--- config.mk ---
export PLATFORM = sky130hd
export DESIGN_NAME = conv_window_scheduler
export DESIGN_NICKNAME = d
export VERILOG_FILES = /design/src/rtl/conv_sched_pkg.sv /design/src/rtl/conv_addr_gen.sv /design/src/rtl/conv_window_scheduler.sv
export SDC_FILE = /design/constraint.sdc
export NUM_CORES = 1
export LEC_CHECK = 0
export CAP_MARGIN = 25
export CORE_UTILIZATION = 30
export CTS_CLUSTER_SIZE = 24
export DETAILED_ROUTE_END_ITERATION = 10
export SYNTH_ARGS = -nofsm -noshare
export SYNTH_HDL_FRONTEND = slang
export SYNTH_SLANG_ARGS = --single-unit
--- constraint.sdc ---
create_clock -name clk -period 4.65 [get_ports clk]
set_input_delay 0.6975 -clock clk [delete_from_list [all_inputs] [get_ports clk]]
set_output_delay 0.6975 -clock clk [all_outputs]
set_load 0.05 [all_outputs]
--- src/rtl/conv_sched_pkg.sv ---
`default_nettype none
// ============================================================================
// Module      : conv_sched_pkg
// Description : Shared types and helpers for the convolution window
//               scheduler: FSM state encoding, default window radius and
//               the border-replicating coordinate clamp.
// Revision    : 1.0 - initial release
// ============================================================================
package conv_sched_pkg;

    // Default window edge; R is the radius for that default edge.
    localparam int SIZE_DEF = 3;
    localparam int R        = SIZE_DEF / 2;

    typedef enum logic [2:0] {
        IDLE    = 3'd0,
        FETCH   = 3'd1,
        WAIT_RD = 3'd2,
        CONV    = 3'd3,
        WAIT_K  = 3'd4,
        EMIT    = 3'd5,
        DONE    = 3'd6
    } sched_state_t;

    // Replicate border pixels: pull a signed coordinate into [0, limit-1].
    function automatic int clamp_coord(input int value, input int limit);
        int result;
        if (value < 0) begin
            result = 0;
        end else if (value >= limit) begin
            result = limit - 1;
        end else begin
            result = value;
        end
        return result;
    endfunction

endpackage
`default_nettype wire

--- src/rtl/conv_addr_gen.sv ---
`default_nettype none
// ============================================================================
// Module      : conv_addr_gen
// Description : Combinational source-address generator. Offsets the output
//               pixel (x, y) by the window element (c-HALF, r-HALF), clamps
//               the result into the active image and forms sy*W_MAX + sx.
// Ports       : x, y          output pixel coordinate
//               r, c          window row / column index
//               img_w, img_h  active image dimensions (both >= 1 when used)
//               addr          SRAM word address
// Revision    : 1.0 - initial release
// ============================================================================
module conv_addr_gen
    import conv_sched_pkg::*;
#(
    parameter int SIZE  = 2 * R + 1,
    parameter int W_MAX = 64,
    parameter int H_MAX = 64,
    parameter int CW    = $clog2(((W_MAX > H_MAX) ? W_MAX : H_MAX) + 1),
    parameter int AW    = $clog2(W_MAX * H_MAX),
    parameter int IW    = $clog2(SIZE)
)(
    input  logic [CW-1:0] x,
    input  logic [CW-1:0] y,
    input  logic [IW-1:0] r,
    input  logic [IW-1:0] c,
    input  logic [CW-1:0] img_w,
    input  logic [CW-1:0] img_h,
    output logic [AW-1:0] addr
);

    localparam int HALF = SIZE / 2;

    // One extra sign bit keeps x+c-HALF from wrapping at the left/top edge.
    logic signed [CW:0] w_sx_raw;
    logic signed [CW:0] w_sy_raw;
    int                 w_sx;
    int                 w_sy;

    assign w_sx_raw = $signed({1'b0, x}) + $signed((CW+1)'(c)) - $signed((CW+1)'(HALF));
    assign w_sy_raw = $signed({1'b0, y}) + $signed((CW+1)'(r)) - $signed((CW+1)'(HALF));

    always_comb begin
        w_sx = clamp_coord(int'(w_sx_raw), int'(img_w));
        w_sy = clamp_coord(int'(w_sy_raw), int'(img_h));
    end

    // Row pitch is always W_MAX, independent of the active width.
    assign addr = AW'(w_sy * W_MAX + w_sx);

endmodule
`default_nettype wire

--- src/rtl/conv_window_scheduler.sv ---
`default_nettype none
// ============================================================================
// Module      : conv_window_scheduler
// Description : Frame controller for a shared SIZE x SIZE kernel datapath.
//               For each output pixel it reads the clamped window one element
//               at a time, starts the compute block, waits for its result and
//               offers it on a ready/valid stream with its coordinates.
// Ports       : clk, n_rst               clock, async active-low reset
//               frame_start, img_w/h     frame request and dimensions
//               rd_en/rd_addr            SRAM read request (one outstanding)
//               rd_valid/rd_data         SRAM read return
//               win_matrix               window to compute block, [r][c]
//               kern_start/kern_done     compute handshake, kern_pixel result
//               out_valid/out_ready      output stream, out_pixel/out_x/out_y
//               busy, frame_done         status
// Revision    : 1.0 - initial release
// ============================================================================
module conv_window_scheduler
    import conv_sched_pkg::*;
#(
    parameter int SIZE  = 2 * R + 1,
    parameter int W_MAX = 64,
    parameter int H_MAX = 64,
    parameter int CW    = $clog2(((W_MAX > H_MAX) ? W_MAX : H_MAX) + 1),
    parameter int AW    = $clog2(W_MAX * H_MAX)
)(
    input  logic                            clk,
    input  logic                            n_rst,
    input  logic                            frame_start,
    input  logic [CW-1:0]                   img_w,
    input  logic [CW-1:0]                   img_h,
    output logic                            rd_en,
    output logic [AW-1:0]                   rd_addr,
    input  logic                            rd_valid,
    input  logic [7:0]                      rd_data,
    output logic [SIZE-1:0][SIZE-1:0][7:0]  win_matrix,
    output logic                            kern_start,
    input  logic                            kern_done,
    input  logic [7:0]                      kern_pixel,
    output logic                            out_valid,
    input  logic                            out_ready,
    output logic [7:0]                      out_pixel,
    output logic [CW-1:0]                   out_x,
    output logic [CW-1:0]                   out_y,
    output logic                            busy,
    output logic                            frame_done
);

    localparam int            IW       = $clog2(SIZE);
    localparam logic [IW-1:0] LAST_IDX = IW'(SIZE - 1);

    sched_state_t  r_state;
    sched_state_t  w_next;
    logic [CW-1:0] r_w;
    logic [CW-1:0] r_h;
    logic [CW-1:0] r_x;
    logic [CW-1:0] r_y;
    logic [IW-1:0] r_r;
    logic [IW-1:0] r_c;
    logic [AW-1:0] w_addr;
    logic          w_last_elem;
    logic          w_last_col;
    logic          w_last_pix;

    assign w_last_elem = (r_r == LAST_IDX) && (r_c == LAST_IDX);
    assign w_last_col  = (r_x == r_w - CW'(1));
    assign w_last_pix  = w_last_col && (r_y == r_h - CW'(1));

    conv_addr_gen #(
        .SIZE  (SIZE),
        .W_MAX (W_MAX),
        .H_MAX (H_MAX),
        .CW    (CW),
        .AW    (AW),
        .IW    (IW)
    ) u_addr_gen (
        .x     (r_x),
        .y     (r_y),
        .r     (r_r),
        .c     (r_c),
        .img_w (r_w),
        .img_h (r_h),
        .addr  (w_addr)
    );

    always_ff @(posedge clk or negedge n_rst) begin
        if (!n_rst) begin
            r_state <= IDLE;
        end else begin
            r_state <= w_next;
        end
    end

    // Control outputs are decoded straight from the state so each pulse
    // lines up with the state that owns it.
    always_comb begin
        w_next     = r_state;
        rd_en      = 1'b0;
        rd_addr    = '0;
        kern_start = 1'b0;
        out_valid  = 1'b0;
        frame_done = 1'b0;
        busy       = (r_state != IDLE);
        case (r_state)
            IDLE: begin
                if (frame_start) begin
                    w_next = ((img_w == '0) || (img_h == '0)) ? DONE : FETCH;
                end
            end
            FETCH: begin
                rd_en   = 1'b1;
                rd_addr = w_addr;
                w_next  = WAIT_RD;
            end
            WAIT_RD: begin
                if (rd_valid) begin
                    w_next = w_last_elem ? CONV : FETCH;
                end
            end
            CONV: begin
                kern_start = 1'b1;
                w_next     = WAIT_K;
            end
            WAIT_K: begin
                if (kern_done) begin
                    w_next = EMIT;
                end
            end
            EMIT: begin
                out_valid = 1'b1;
                if (out_ready) begin
                    w_next = w_last_pix ? DONE : FETCH;
                end
            end
            DONE: begin
                frame_done = 1'b1;
                w_next     = IDLE;
            end
            default: begin
                w_next = IDLE;
            end
        endcase
    end

    always_ff @(posedge clk or negedge n_rst) begin
        if (!n_rst) begin
            r_w        <= '0;
            r_h        <= '0;
            r_x        <= '0;
            r_y        <= '0;
            r_r        <= '0;
            r_c        <= '0;
            win_matrix <= '0;
            out_pixel  <= '0;
            out_x      <= '0;
            out_y      <= '0;
        end else begin
            case (r_state)
                IDLE: begin
                    if (frame_start) begin
                        r_w <= img_w;
                        r_h <= img_h;
                        r_x <= '0;
                        r_y <= '0;
                        r_r <= '0;
                        r_c <= '0;
                    end
                end
                WAIT_RD: begin
                    if (rd_valid) begin
                        win_matrix[r_r][r_c] <= rd_data;
                        // Row-major walk; both indices return to 0 after
                        // the last element so the next pixel starts clean.
                        if (r_c == LAST_IDX) begin
                            r_c <= '0;
                            r_r <= (r_r == LAST_IDX) ? '0 : r_r + IW'(1);
                        end else begin
                            r_c <= r_c + IW'(1);
                        end
                    end
                end
                WAIT_K: begin
                    if (kern_done) begin
                        out_pixel <= kern_pixel;
                        out_x     <= r_x;
                        out_y     <= r_y;
                    end
                end
                EMIT: begin
                    if (out_ready) begin
                        if (w_last_col) begin
                            r_x <= '0;
                            r_y <= r_y + CW'(1);
                        end else begin
                            r_x <= r_x + CW'(1);
                        end
                    end
                end
                default: begin
                end
            endcase
        end
    end

endmodule
`default_nettype wire

# Word-level counts from Yosys, hierarchy flattened

Index checks and enable logic that the tools add are counted.

Bits in registers: 129
Latch bits: 0
RAM bits: 0
Memory bits (read-only): 0
Input port bits: 36
Output and inout bits: 111
Logic and storage cells: 112
Memories: 0

Add/sub/neg operators: 13
$mul: 0
Divide/modulo/power cells: 0
$lt $le $gt $ge: 8
Equality and inequality tests: 16
Shift operators: 0
Multiplexer cells: 37
Bitwise logic cells: 0
Reductions and logical operators: 19

Operators by type and width:

| operator            | count |
|---|---|
| $bwmux 72           | 1 |
| $demux 24 s2        | 1 |
| $mux 12             | 3 |
| $mux 7              | 5 |
| $pmux 7 s2          | 2 |
| $mux 24             | 1 |
| $mux 3              | 6 |
| $pmux 3 s6          | 1 |
| $add 7x2->8         | 2 |
| $demux 8 s2         | 1 |
| $ge 8x8->1          | 2 |
| $lt 8x1->1 const B  | 2 |
| $sub 8x2->8 const B | 2 |
| $add 7x1->7 const B | 2 |
| $eq 7x7->1          | 2 |
| $logic_not 7->1     | 2 |
| $mux 2              | 7 |
| $sub 7x1->7 const B | 2 |
| $add 12x12->12      | 1 |
| $mux 6              | 2 |
| $ne 2x2->1 const B  | 6 |
| $reduce_and 4->1    | 3 |
| $eq 3x3->1 const B  | 3 |
| $mux 8              | 1 |
| 17 further kinds    | 33 |

# Depth between registers and ports, before layout

Gate-level depths: netlist of run 1.

Depth in word-level cells: 7
Gate-level depth with buffers: 23
Gate-level depth less buffers: 22

# By module

Synthesis of run 1 repeated with hierarchy kept, for this count alone.

Cell total of the unflattened synthesis: 685
Area total of the unflattened synthesis: 7,363.3 sq um

Modules (own cells, without submodules):

| module                | instances | cells each | area each (sq um) | sequential area each (sq um) |
|---|---|---|---|---|
| conv_window_scheduler | 1         | 491        | 5,914.4           | 3,228.1 |
| conv_addr_gen         | 1         | 194        | 1,448.9           | 0.0 |

# Worst setup path before layout of run 1

No wires, ideal clock.

Path kind: register -> output
Start point: register r_x[1]
End point: output rd_addr[10]
Arrival time: 5,200 ps
Setup slack: -1,247 ps
Stages on the path, launching flop included: 23
Path buffers: 1
Cell sequence: dfrtp_1 inv_1 ha_1 inv_1 ha_1 fa_1 a21oi_1 nor2_1 nor2_1 xnor2_1 ha_1 o21ai_0 nor2_1 o22ai_1 clkbuf_1 nor2_1 a21oi_1 nor2_1 ha_1 ha_1 o211a_1 o31a_1 o31ai_1

Cells in the longest elaborated chain, start to end: 7
Elaborated cells between the ends (all ways): 8

Ends and longest elaborated chain:

| element                | line                         | text |
|---|---|---|
| start, declared        | conv_window_scheduler.sv:56  | `logic [CW-1:0] r_x;` |
| start signal, assigned | conv_window_scheduler.sv:195 | `r_x <= r_x + CW'(1);` |
| $add 7x2->8 *          | conv_addr_gen.sv:40          | `assign w_sx_raw = $signed({1'b0, x}) + $signed((CW+1)'(c)) - $signed((CW+1)'(HALF));` |
| $sub 8x2->8 *          | conv_addr_gen.sv:40          |  |
| $ge 8x8->1             | conv_sched_pkg.sv:30         | `end else if (value >= limit) begin` |
| $mux 12                | conv_sched_pkg.sv:30         |  |
| $mux 12 *              | conv_sched_pkg.sv:28         | `if (value < 0) begin` |
| $add 12x12->12 *       | conv_addr_gen.sv:49          | `assign addr = AW'(w_sy * W_MAX + w_sx);` |
| $mux 12 *              | conv_window_scheduler.sv:104 | `case (r_state)` |
| end, declared          | conv_window_scheduler.sv:33  | `output logic [AW-1:0] rd_addr,` |

Mark *: on every way between the ends. The rest lies on a longest branch, timed or not.

# Final worst setup path of run 1

Start point: register r_y[1]
End point: output rd_addr[11]

Cells in the longest elaborated chain, start to end: 7
Elaborated cells between the ends (all ways): 8

Ends and longest elaborated chain:

| element                | line                         | text |
|---|---|---|
| start, declared        | conv_window_scheduler.sv:57  | `logic [CW-1:0] r_y;` |
| start signal, assigned | conv_window_scheduler.sv:193 | `r_y <= r_y + CW'(1);` |
| $add 7x2->8 *          | conv_addr_gen.sv:41          | `assign w_sy_raw = $signed({1'b0, y}) + $signed((CW+1)'(r)) - $signed((CW+1)'(HALF));` |
| $sub 8x2->8 *          | conv_addr_gen.sv:41          |  |
| $ge 8x8->1             | conv_sched_pkg.sv:30         |  |
| $mux 6                 | conv_sched_pkg.sv:30         |  |
| $mux 6 *               | conv_sched_pkg.sv:28         |  |
| $add 12x12->12 *       | conv_addr_gen.sv:49          |  |
| $mux 12 *              | conv_window_scheduler.sv:104 |  |

Marked as above.

==> impl_metrics.toml, run 1 <==
[outcome]
status = "finished, violations left"
violations = "setup timing"

[synthesis]
synthFlopType = "dfrtp_1"
ys_seq_elements = 129
synthArstFlopShare_pct = 100
synth-simple-area-share_pct = 11.3
synth_cells = 627
synth.largest_area_cell = "dfrtp_1"
synth_xor_area_share_pct = 5.40
synth_area_um2 = 7030
synth_sequential_area_ratio_pct = 45.9
synthAdderAreaFrac_pct = 8.58
synth_top_family_by_area = "multiplexers"
syn_avg_cell_area_um2 = 11.2
yosysTopAreaCellShare_pct = 45.9
synthTopCellsByArea = "dfrtp_1 (46%), mux2_2 (15%), ha_1 (8.0%)"
yosys-top-cells-count = "dfrtp_1 (129), mux2_2 (94), nand2_1 (46), ha_1 (45), inv_1 (44)"
synth_mux_area_share_pct = 15.6
yosysMostFrequentCell = "dfrtp_1"
synth_compound_area_share_pct = 9.70
yosys_warnings = 0
synth_nets = 710
synthDistinctLibCells = 66
synth_edf_count = 0

[grt]
grt_overflow = 0
grt_pass1_vias = 5919
track_usage_pct = 17.4
grt_max_degree = 105
antenna_found_initial = 0
grt_pass1_wl_um = 32500

[power_and_ir_drop]
power_mw = 7.63
power.density_nw_per_um2 = 712
leakagePower_nw = 4.91
ir_worst_vdd_uv = 380

[floorplan]
fp.dieH_um = 155
dieArea_um2 = 24000
die_x_um = 155
io_pins = 147
core_area_um2 = 22800
start_util_pct = 30.8
row_count = 55

[sta]
drv_slew = 0
rsz0062_at_grt = "yes"
relSlewSlack_pct = 31.3
tns_ns = -1.77
final-setup-viol-count = 4
setup_slack_ns = -0.522
max_freq_mhz = 193
hold_viol = 0
fin_crit_sh_pct = 111
min_period_ns = 5.17
worst_slew_pin_slew_ns = 1.02
fin_worst_skew_ns = 0.0114

[cells_and_area]
layout-drive-gt1-share_pct = 35.6
layout.nets = 961
n_antenna_cell = 0
area_growth_pct = 52.4

[drt]
wl_per_cell_um = 16.6
drc = 0
ant_nets = 0
vias_per_cell = 4.72
drtIter0Drc = 234
first_pass_iters = 4
via_count = 5688
wl_um = 20000

[cts]
clockBufferDepth = 2
clock-sinks = 129
cts.htree.levels = 4
clk_latency_ns = 0.43
cts_tree = "done"
cts_root_buf = "clkbuf_16"
hold_buffers = 0
clkTransAtPathRegs_ns = 0.07
cts_made_buffers = 17

[setup_path]
cpPeakStageDelay_ns = 0.55
crit_top_cell = "inv_2"
worstSetupStartpointType = "flip-flop"
cp.required_ns = 3.95
worstPathArrival_ns = 4.47
critPathKind = "reg2out"
critPathCaptureType = "primary output"
cp_max_fo = 4
crit_chain = "inv_2, ha_4, inv_2, ha_4, fa_2, buf_6, xor2_2, ha_1, a211oi_2, o211ai_4, nand2_2, nor2_2, a211oi_2, ha_2, inv_2, or4b_4, nand4b_1, a21o_1, a21oi_4, buf_12"
crit_slowest_cell = "or4b_4"

[place]
place_congestion = 0.861
io_buffers = 146
detailed_place_hpwl_um = 14200

[min_path]
min_path_type = "in2async"

[run]
maxCapViolCount = 0
==> final timing paths <==
check	cells past startpoint	slack, ns	end	start
max in group asynchronous	2	3.79	r_x[2]	n_rst
min in group clk	1	0.50	out_x[2]	out_x[2]
worst max register to register	33	0.15	r_y[5]	r_y[1]
worst max-delay path	20	-0.52	rd_addr[11]	r_y[1]
worst min register to register	1	0.50	out_x[2]	out_x[2]
worst min-delay path	1	0.15	win_matrix[9]	n_rst
==> state kept, by name (all words and copies together), names as in the netlist <==
name / flops
win_matrix: 72
out_pixel: 8
out_x: 7
out_y: 7
r_h: 7
r_w: 7
r_x: 7
r_y: 7
r_state: 3
r_c: 2
r_r: 2
==> cell families after synthesis <==
family | Yosys count
AO/OA/AOI/OAI | 100
flip-flops | 129
XOR/XNOR | 37
buffers and inverters | 61
multiplexers | 98
adder cells (fa/ha/maj) | 47
AND/OR/NAND/NOR | 155
==> critical path, delay by kind of cell, from the launching register on <==
| family | cells | cell delay (ns) |
|---|---|---|
| compound gates | 5 | 0.86 |
| xor+xnor | 1 | 0.17 |
| fa+ha+maj | 5 | 1.35 |
| buf+inv | 5 | 0.43 |
| flops | 1 | 0.36 |
| simple gates | 4 | 0.88 |
==> metal layers <==
| layer | vias to the layer above | GRT usage (%) | wire length, um | share of wire [%] |
|---|---|---|---|---|
| met2 | 165 | 28.1 | 9340 | 47 |
| met4 | 0 | 4.53 | 231 | 1.2 |
| met3 | 22 | 6.63 | 1690 | 8.4 |
| met5 | - | 0 | 0 | 0 |
| li1 | 2728 | - | - | - |
| met1 | 2773 | 21.8 | 8780 | 44 |
==> per-stage QoR <==
step	cell area (um^2)	std cells	hold slack, ns	util (%)	setup slack [ns]
3_5_place_dp	9450	1125	0.493	41.5	-0.131
2_1_floorplan	7160	627	0.402	-	-0.269
5_1_grt	10700	1204	0.159	47.0	-0.711
3_3_place_gp	9450	1125	0.487	41.5	-0.0644
6_report	10700	1204	0.149	47.0	-0.522
4_1_cts	10600	1201	0.446	46.4	-0.504
==> report_power, final <==
| part | internal [mW] | total (mW) | switching (mW) | leakage, nW |
|---|---|---|---|---|
| Sequential | 1.41 | 1.61 | 0.195 | 1.73 |
| Clock | 0.831 | 1.44 | 0.605 | 0.314 |
| Combinational | 2.04 | 4.58 | 2.54 | 2.87 |
==> area by class of cell <==
type,count,area (um^2)
well taps,313,392
repair buffers,249,2390
fillers,2084,12100
clock inverters,15,221
inverters,44,165
flip-flops and latches,129,3230
clock buffers,17,425
multi-input cells,437,3880
==> layout by cell type (no fill, tap or decap), types with 6 or more instances in the layout <==
master,netlist,final
xor2_1,10,8
nand3_1,15,12
nand2_1,46,44
inv_1,44,36
clkbuf_16,0,17
o21ai_0,32,29
xnor2_1,23,23
nor2_1,37,33
clkdlybuf4s50_1,0,133
mux2_2,94,94
a21oi_1,22,10
inv_2,0,8
ha_4,0,6
nor3b_1,8,8
dfrtp_1,129,129
buf_4,1,96
ha_1,45,36
buf_12,0,11
buf_6,1,8
nor3_1,15,11
a21oi_2,1,11
==> timing repair <==
action                     in CTS  in global routing
gates resized for setup        32                 18
setup endpoints to repair       5                 10
setup buffers                  44                  8
gates cloned                    0                  0
pin swaps                      35                 20
No activity file was read; power rests on OpenSTA's default activity.
==> run 2, diff against run 1 <==
--- a/config.mk
+++ b/config.mk
@@ -5,7 +5,7 @@
 export SDC_FILE = /design/constraint.sdc
 export NUM_CORES = 1
 export LEC_CHECK = 0
-export CAP_MARGIN = 25
+export CAP_MARGIN = 30
 export CORE_UTILIZATION = 30
 export CTS_CLUSTER_SIZE = 24
 export DETAILED_ROUTE_END_ITERATION = 10
==> impl_metrics.toml, run 2 (synthesis gave the netlist of run 1 again) <==
[sta]
fin_worst_skew_ns = 0.0107
setup_slack_ns = -0.490
final-setup-viol-count = 4
min_period_ns = 5.14
drv_slew = 0
rsz0062_at_grt = "yes"
max_freq_mhz = 195
relSlewSlack_pct = 34.5
tns_ns = -1.54
worst_slew_pin_slew_ns = 0.977
hold_viol = 0
fin_crit_sh_pct = 111

[power_and_ir_drop]
ir_worst_vdd_uv = 366
leakagePower_nw = 4.72
clkPwrFrac_pct = 17.7
power_mw = 7.42
seqPwrFrac_pct = 21.6
power.density_nw_per_um2 = 715
p_sw_share_pct = 44.5
switching_power_mw = 3.30
power_frac_comb_pct = 60.7
p_int_mw = 4.12

[setup_path]
critPathCaptureType = "primary output"
worstPathArrival_ns = 4.44
critical-path-top-delay-family = "adder cells"
crit_chain = "inv_2, ha_4, inv_2, ha_4, fa_2, buf_4, xor2_1, ha_1, a211oi_2, nand2_2, o22ai_4, buf_6, a21oi_2, nor2_1, ha_2, inv_2, or4b_4, nand4b_1, nand3_2, a21oi_4, buf_12"
critPathKind = "reg2out"
cpPeakStageDelay_ns = 0.52
crit_slowest_cell = "or4b_4"
cp_max_fo = 3
crit_start = "r_c[1]"
rr_startpoint = "r_w[0]"
cp.required_ns = 3.95
crit_top_cell = "inv_2"
path_buf_inv = 6
worstSetupStartpointType = "flip-flop"

[cells_and_area]
multi_input_area_um2 = 3850
layout-drive-gt1-share_pct = 32.8
final_common_cell = "clkdlybuf4s50_1"
n_antenna_cell = 0
top_regs = "win_matrix (72), out_pixel (8)"
design_area_um2 = 10400
area_growth_pct = 47.6
fill_cells = 2120
top_register = "win_matrix"
most-common-layout-cells = "clkdlybuf4s50_1 (133), dfrtp_1 (129), mux2_2 (94)"
regArea_um2 = 3230
layout.nets = 927
largest_register_ffs = 72

[cts]
cts_made_buffers = 17
cts.htree.levels = 4
clockBufferDepth = 2
clock-sinks = 129
hold_buffers = 0
cts_root_buf = "clkbuf_16"
clk_latency_ns = 0.42
cts_tree = "done"
clkTransAtPathRegs_ns = 0.07

[grt]
grt_pass1_vias = 5633
grt_max_degree = 105
track_usage_pct = 16.6
grt_pass1_wl_um = 30800
grt_overflow = 0
antenna_found_initial = 1

[drt]
wl_um = 19300
ant_nets = 0
met2_length_um = 8930
drtIter0Drc = 197
wl_per_cell_um = 16.5
drc = 0
vias_per_cell = 4.69
first_pass_iters = 4
via_count = 5484
met3_length_um = 1660
wl_met1_um = 8590
routed.top_layer = "met4"

[place]
place_congestion = 0.861
detailed_place_hpwl_um = 14200
io_buffers = 146
post_dp_cell_area_um2 = 9460

[floorplan]
fp.dieH_um = 155
dieArea_um2 = 24000
io_pins = 147
core_area_um2 = 22800
start_util_pct = 30.8
row_count = 55
die_x_um = 155

[outcome]
status = "finished, violations left"
violations = "setup timing"

[run]
maxCapViolCount = 0

[min_path]
min_path_type = "in2async"
[run 2: cell count changes in the layout (fill, tap and decap cells not counted), sizes merged]
cell / before / now
buf: 116 / 82
bufinv: 2 / 0
clkinv: 7 / 5
clkinvlp: 0 / 2
inv: 50 / 52
[run 2: final timing paths]
| path | end | slack (ns) | cells after the start |
|---|---|---|---|
| setup / recovery | rd_addr[11] | -0.49 | 21 |
| setup reg to reg | r_state[2] | 1.70 | 11 |
| min in group clk | out_x[2] | 0.50 | 1 |
| hold / removal | win_matrix[9] | 0.05 | 1 |
| hold reg to reg | out_x[2] | 0.50 | 1 |
| max in group asynchronous | r_w[4] | 3.54 | 3 |
[run 2: through the flow]
stage | utilization [%] | setup slack, ns | std cells | hold WS (ns)
finish | 45.5 | -0.490 | 1170 | 0.0539
global route | 45.5 | -0.778 | 1170 | 0.0295
CTS | 44.5 | -0.536 | 1162 | 0.451
detailed placement | 41.5 | -0.137 | 1126 | 0.492
global placement | 41.5 | -0.0644 | 1125 | 0.487
floorplan | - | -0.269 | 627 | 0.402
[run 2: per-layer routing]
metal | track usage (%) | up-vias
met3 | 7.19 | 6
met5 | 0 | -
li1 | - | 2658
met2 | 26.2 | 127
met1 | 21.0 | 2693
met4 | 3.30 | 0
[run 2: final cells by class]
type | count | share of cell area (%)
Clock buffer | 17 | 4.10
Multi-Input combinational cell | 437 | 37.2
Tap cell | 313 | 3.78
Clock inverter | 15 | 1.58
Sequential cell | 129 | 31.1
Inverter | 44 | 1.59
Timing Repair Buffer | 215 | 20.7
[run 2: power by group through the flow]
stage,logic [mW],clock network (mW),registers (mW)
2_1_floorplan,1.99,0,2.30
3_3_place_gp,4.03,0,1.62
3_5_place_dp,4.05,0,1.62
4_1_cts,4.18,1.35,1.61
5_1_grt,4.83,1.40,1.65
6_report,4.50,1.31,1.61
[run 2: what timing repair did]
action | CTS | global route
pin swaps | 18 | 34
buffers inserted | 4 | 7
resized for setup | 12 | 33
endpoints found under the hold margin | 0 | 0
endpoints found under the setup margin | 5 | 8
==> run 3, diff against run 2 <==
--- a/config.mk
+++ b/config.mk
@@ -7,8 +7,11 @@
 export LEC_CHECK = 0
 export CAP_MARGIN = 30
 export CORE_UTILIZATION = 30
+export CTS_CLUSTER_DIAMETER = 50
 export CTS_CLUSTER_SIZE = 24
 export DETAILED_ROUTE_END_ITERATION = 10
+export HOLD_SLACK_MARGIN = 0.12
 export SYNTH_ARGS = -nofsm -noshare
 export SYNTH_HDL_FRONTEND = slang
 export SYNTH_SLANG_ARGS = --single-unit
+export TNS_END_PERCENT = 5
==> impl_metrics.toml, run 3 (synthesis gave the netlist of run 1 again) <==
[sta]
rsz0062_at_grt = "yes"
setup_slack_ns = -0.553
min_period_ns = 5.20
final-setup-viol-count = 5
worst_slew_pin_slew_ns = 0.942
fin_crit_sh_pct = 112
hold_viol = 0
fin_worst_skew_ns = 0.00761
drv_slew = 0
relSlewSlack_pct = 36.9
max_freq_mhz = 192

[cells_and_area]
fill_cells = 2139
top_regs = "win_matrix (72), out_pixel (8)"
layout-drive-gt1-share_pct = 31.7
largest_register_ffs = 72
area_growth_pct = 46.8
final_common_cell = "clkdlybuf4s50_1"
top_register = "win_matrix"
layout.nets = 933
most-common-layout-cells = "clkdlybuf4s50_1 (133), dfrtp_1 (129), mux2_2 (94)"

[cts]
cts_made_buffers = 17
clk_latency_ns = 0.42
cts.htree.levels = 4
hold_buffers = 0
cts_tree = "done"
cts_root_buf = "clkbuf_16"
clock-sinks = 129
clkTransAtPathRegs_ns = 0.07
clockBufferDepth = 2

[setup_path]
cp_max_fo = 5
critPathCaptureType = "primary output"
worstPathArrival_ns = 4.51
cp.required_ns = 3.95
critPathKind = "reg2out"
r2r-end = "r_state[1]"
worstSetupStartpointType = "flip-flop"
reg2reg_depth = 11
r2r_slack_ns = 1.75
rr_startpoint = "r_w[0]"

[drt]
vias_per_cell = 4.67
wl_um = 19300
via_count = 5500
drc = 0
first_pass_iters = 4
drtIter0Drc = 195
ant_nets = 0
wl_per_cell_um = 16.4

[power_and_ir_drop]
leakagePower_nw = 4.73
power.density_nw_per_um2 = 713
power_mw = 7.35
ir_worst_vdd_uv = 307

[grt]
track_usage_pct = 16.8
grt_pass1_vias = 5699
antenna_found_initial = 1
grt_overflow = 0
grt_pass1_wl_um = 30900
grt_max_degree = 112
met3_usage_pct = 6.69
use_met1_pct = 20.9
met2_usage_pct = 26.4
grt_busiest_layer = "met2"

[floorplan]
dieArea_um2 = 24000
start_util_pct = 30.8
die_x_um = 155
io_pins = 147
row_count = 55
core_area_um2 = 22800
fp.dieH_um = 155

[min_path]
min_path_type = "in2async"

[place]
place_ws_ns = -0.237
detailed_place_hpwl_um = 13800
io_buffers = 146
place_congestion = 0.848

[run]
maxCapViolCount = 0

[outcome]
violations = "setup timing"
status = "finished, violations left"
run 3: timing repair:
action                                  4_1_cts  5_1_grt
setup buffers                                14        6
pin swaps                                    23       24
gates resized for setup                      11       21
cloned                                        0        0
endpoints found under the setup margin        5        8
run 3: through the flow:
stage	TNS, ns	util, %	instances	hold WS [ns]	area (um^2)
6_report	-1.70	45.3	1177	0.135	10300
5_1_grt	-2.78	45.3	1176	0.137	10300
4_1_cts	-1.77	44.7	1170	0.124	10200
3_5_place_dp	-0.575	41.4	1124	0.493	9430
3_3_place_gp	-0.287	41.4	1123	0.487	9430
2_1_floorplan	-0.857	-	627	0.402	7140
run 3: worst max path at each step:
| stage | slack (ns) | cells past startpoint | end | from |
|---|---|---|---|---|
| floorplan | -0.28 | 22 | rd_addr[10] | r_x[1] |
| global placement | -0.13 | 21 | rd_addr[10] | r_r[1] |
| finish | -0.55 | 17 | rd_addr[11] | r_r[1] |
| global route | -0.76 | 23 | rd_addr[11] | r_c[1] |
| CTS | -0.53 | 21 | rd_addr[11] | r_c[1] |
| detailed placement | -0.24 | 21 | rd_addr[10] | r_y[1] |
run 3: worst max-delay path: stages (launching register included):
cell      delay (ns)
dfrtp_1         0.36
inv_2           0.06
ha_4            0.26
inv_2           0.04
ha_4            0.15
fa_2            0.39
xor2_1          0.27
ha_1            0.31
a211oi_2        0.26
o211ai_4        0.14
buf_4           0.18
a311o_2         0.38
buf_4           0.15
or4b_4          0.54
nand4b_1        0.15
nand3_2         0.12
a21oi_4         0.18
buf_12          0.15
run 3: cell type report:
cell class / instances / area [um^2] / share of cell area [%]
clock inverters: 15 / 163 / 1.58
flip-flops and latches: 129 / 3230 / 31.3
clock buffers: 17 / 425 / 4.12
multi-input cells: 437 / 3790 / 36.7
well taps: 313 / 392 / 3.80
repair buffers: 221 / 2150 / 20.8
inverters: 44 / 165 / 1.60
diodes: 1 / 2.50 / 0.0243
run 3: metal layers:
metal	up-vias	wire length, um
met5	-	0
met4	0	335
met3	27	1410
met2	139	8730
met1	2659	8790
li1	2675	-
run 3: power breakdown:
part	internal (mW)	leakage [nW]	switching [mW]	total (mW)
registers	1.41	1.73	0.193	1.60
logic	1.96	2.72	2.46	4.42
clock network	0.719	0.279	0.608	1.33
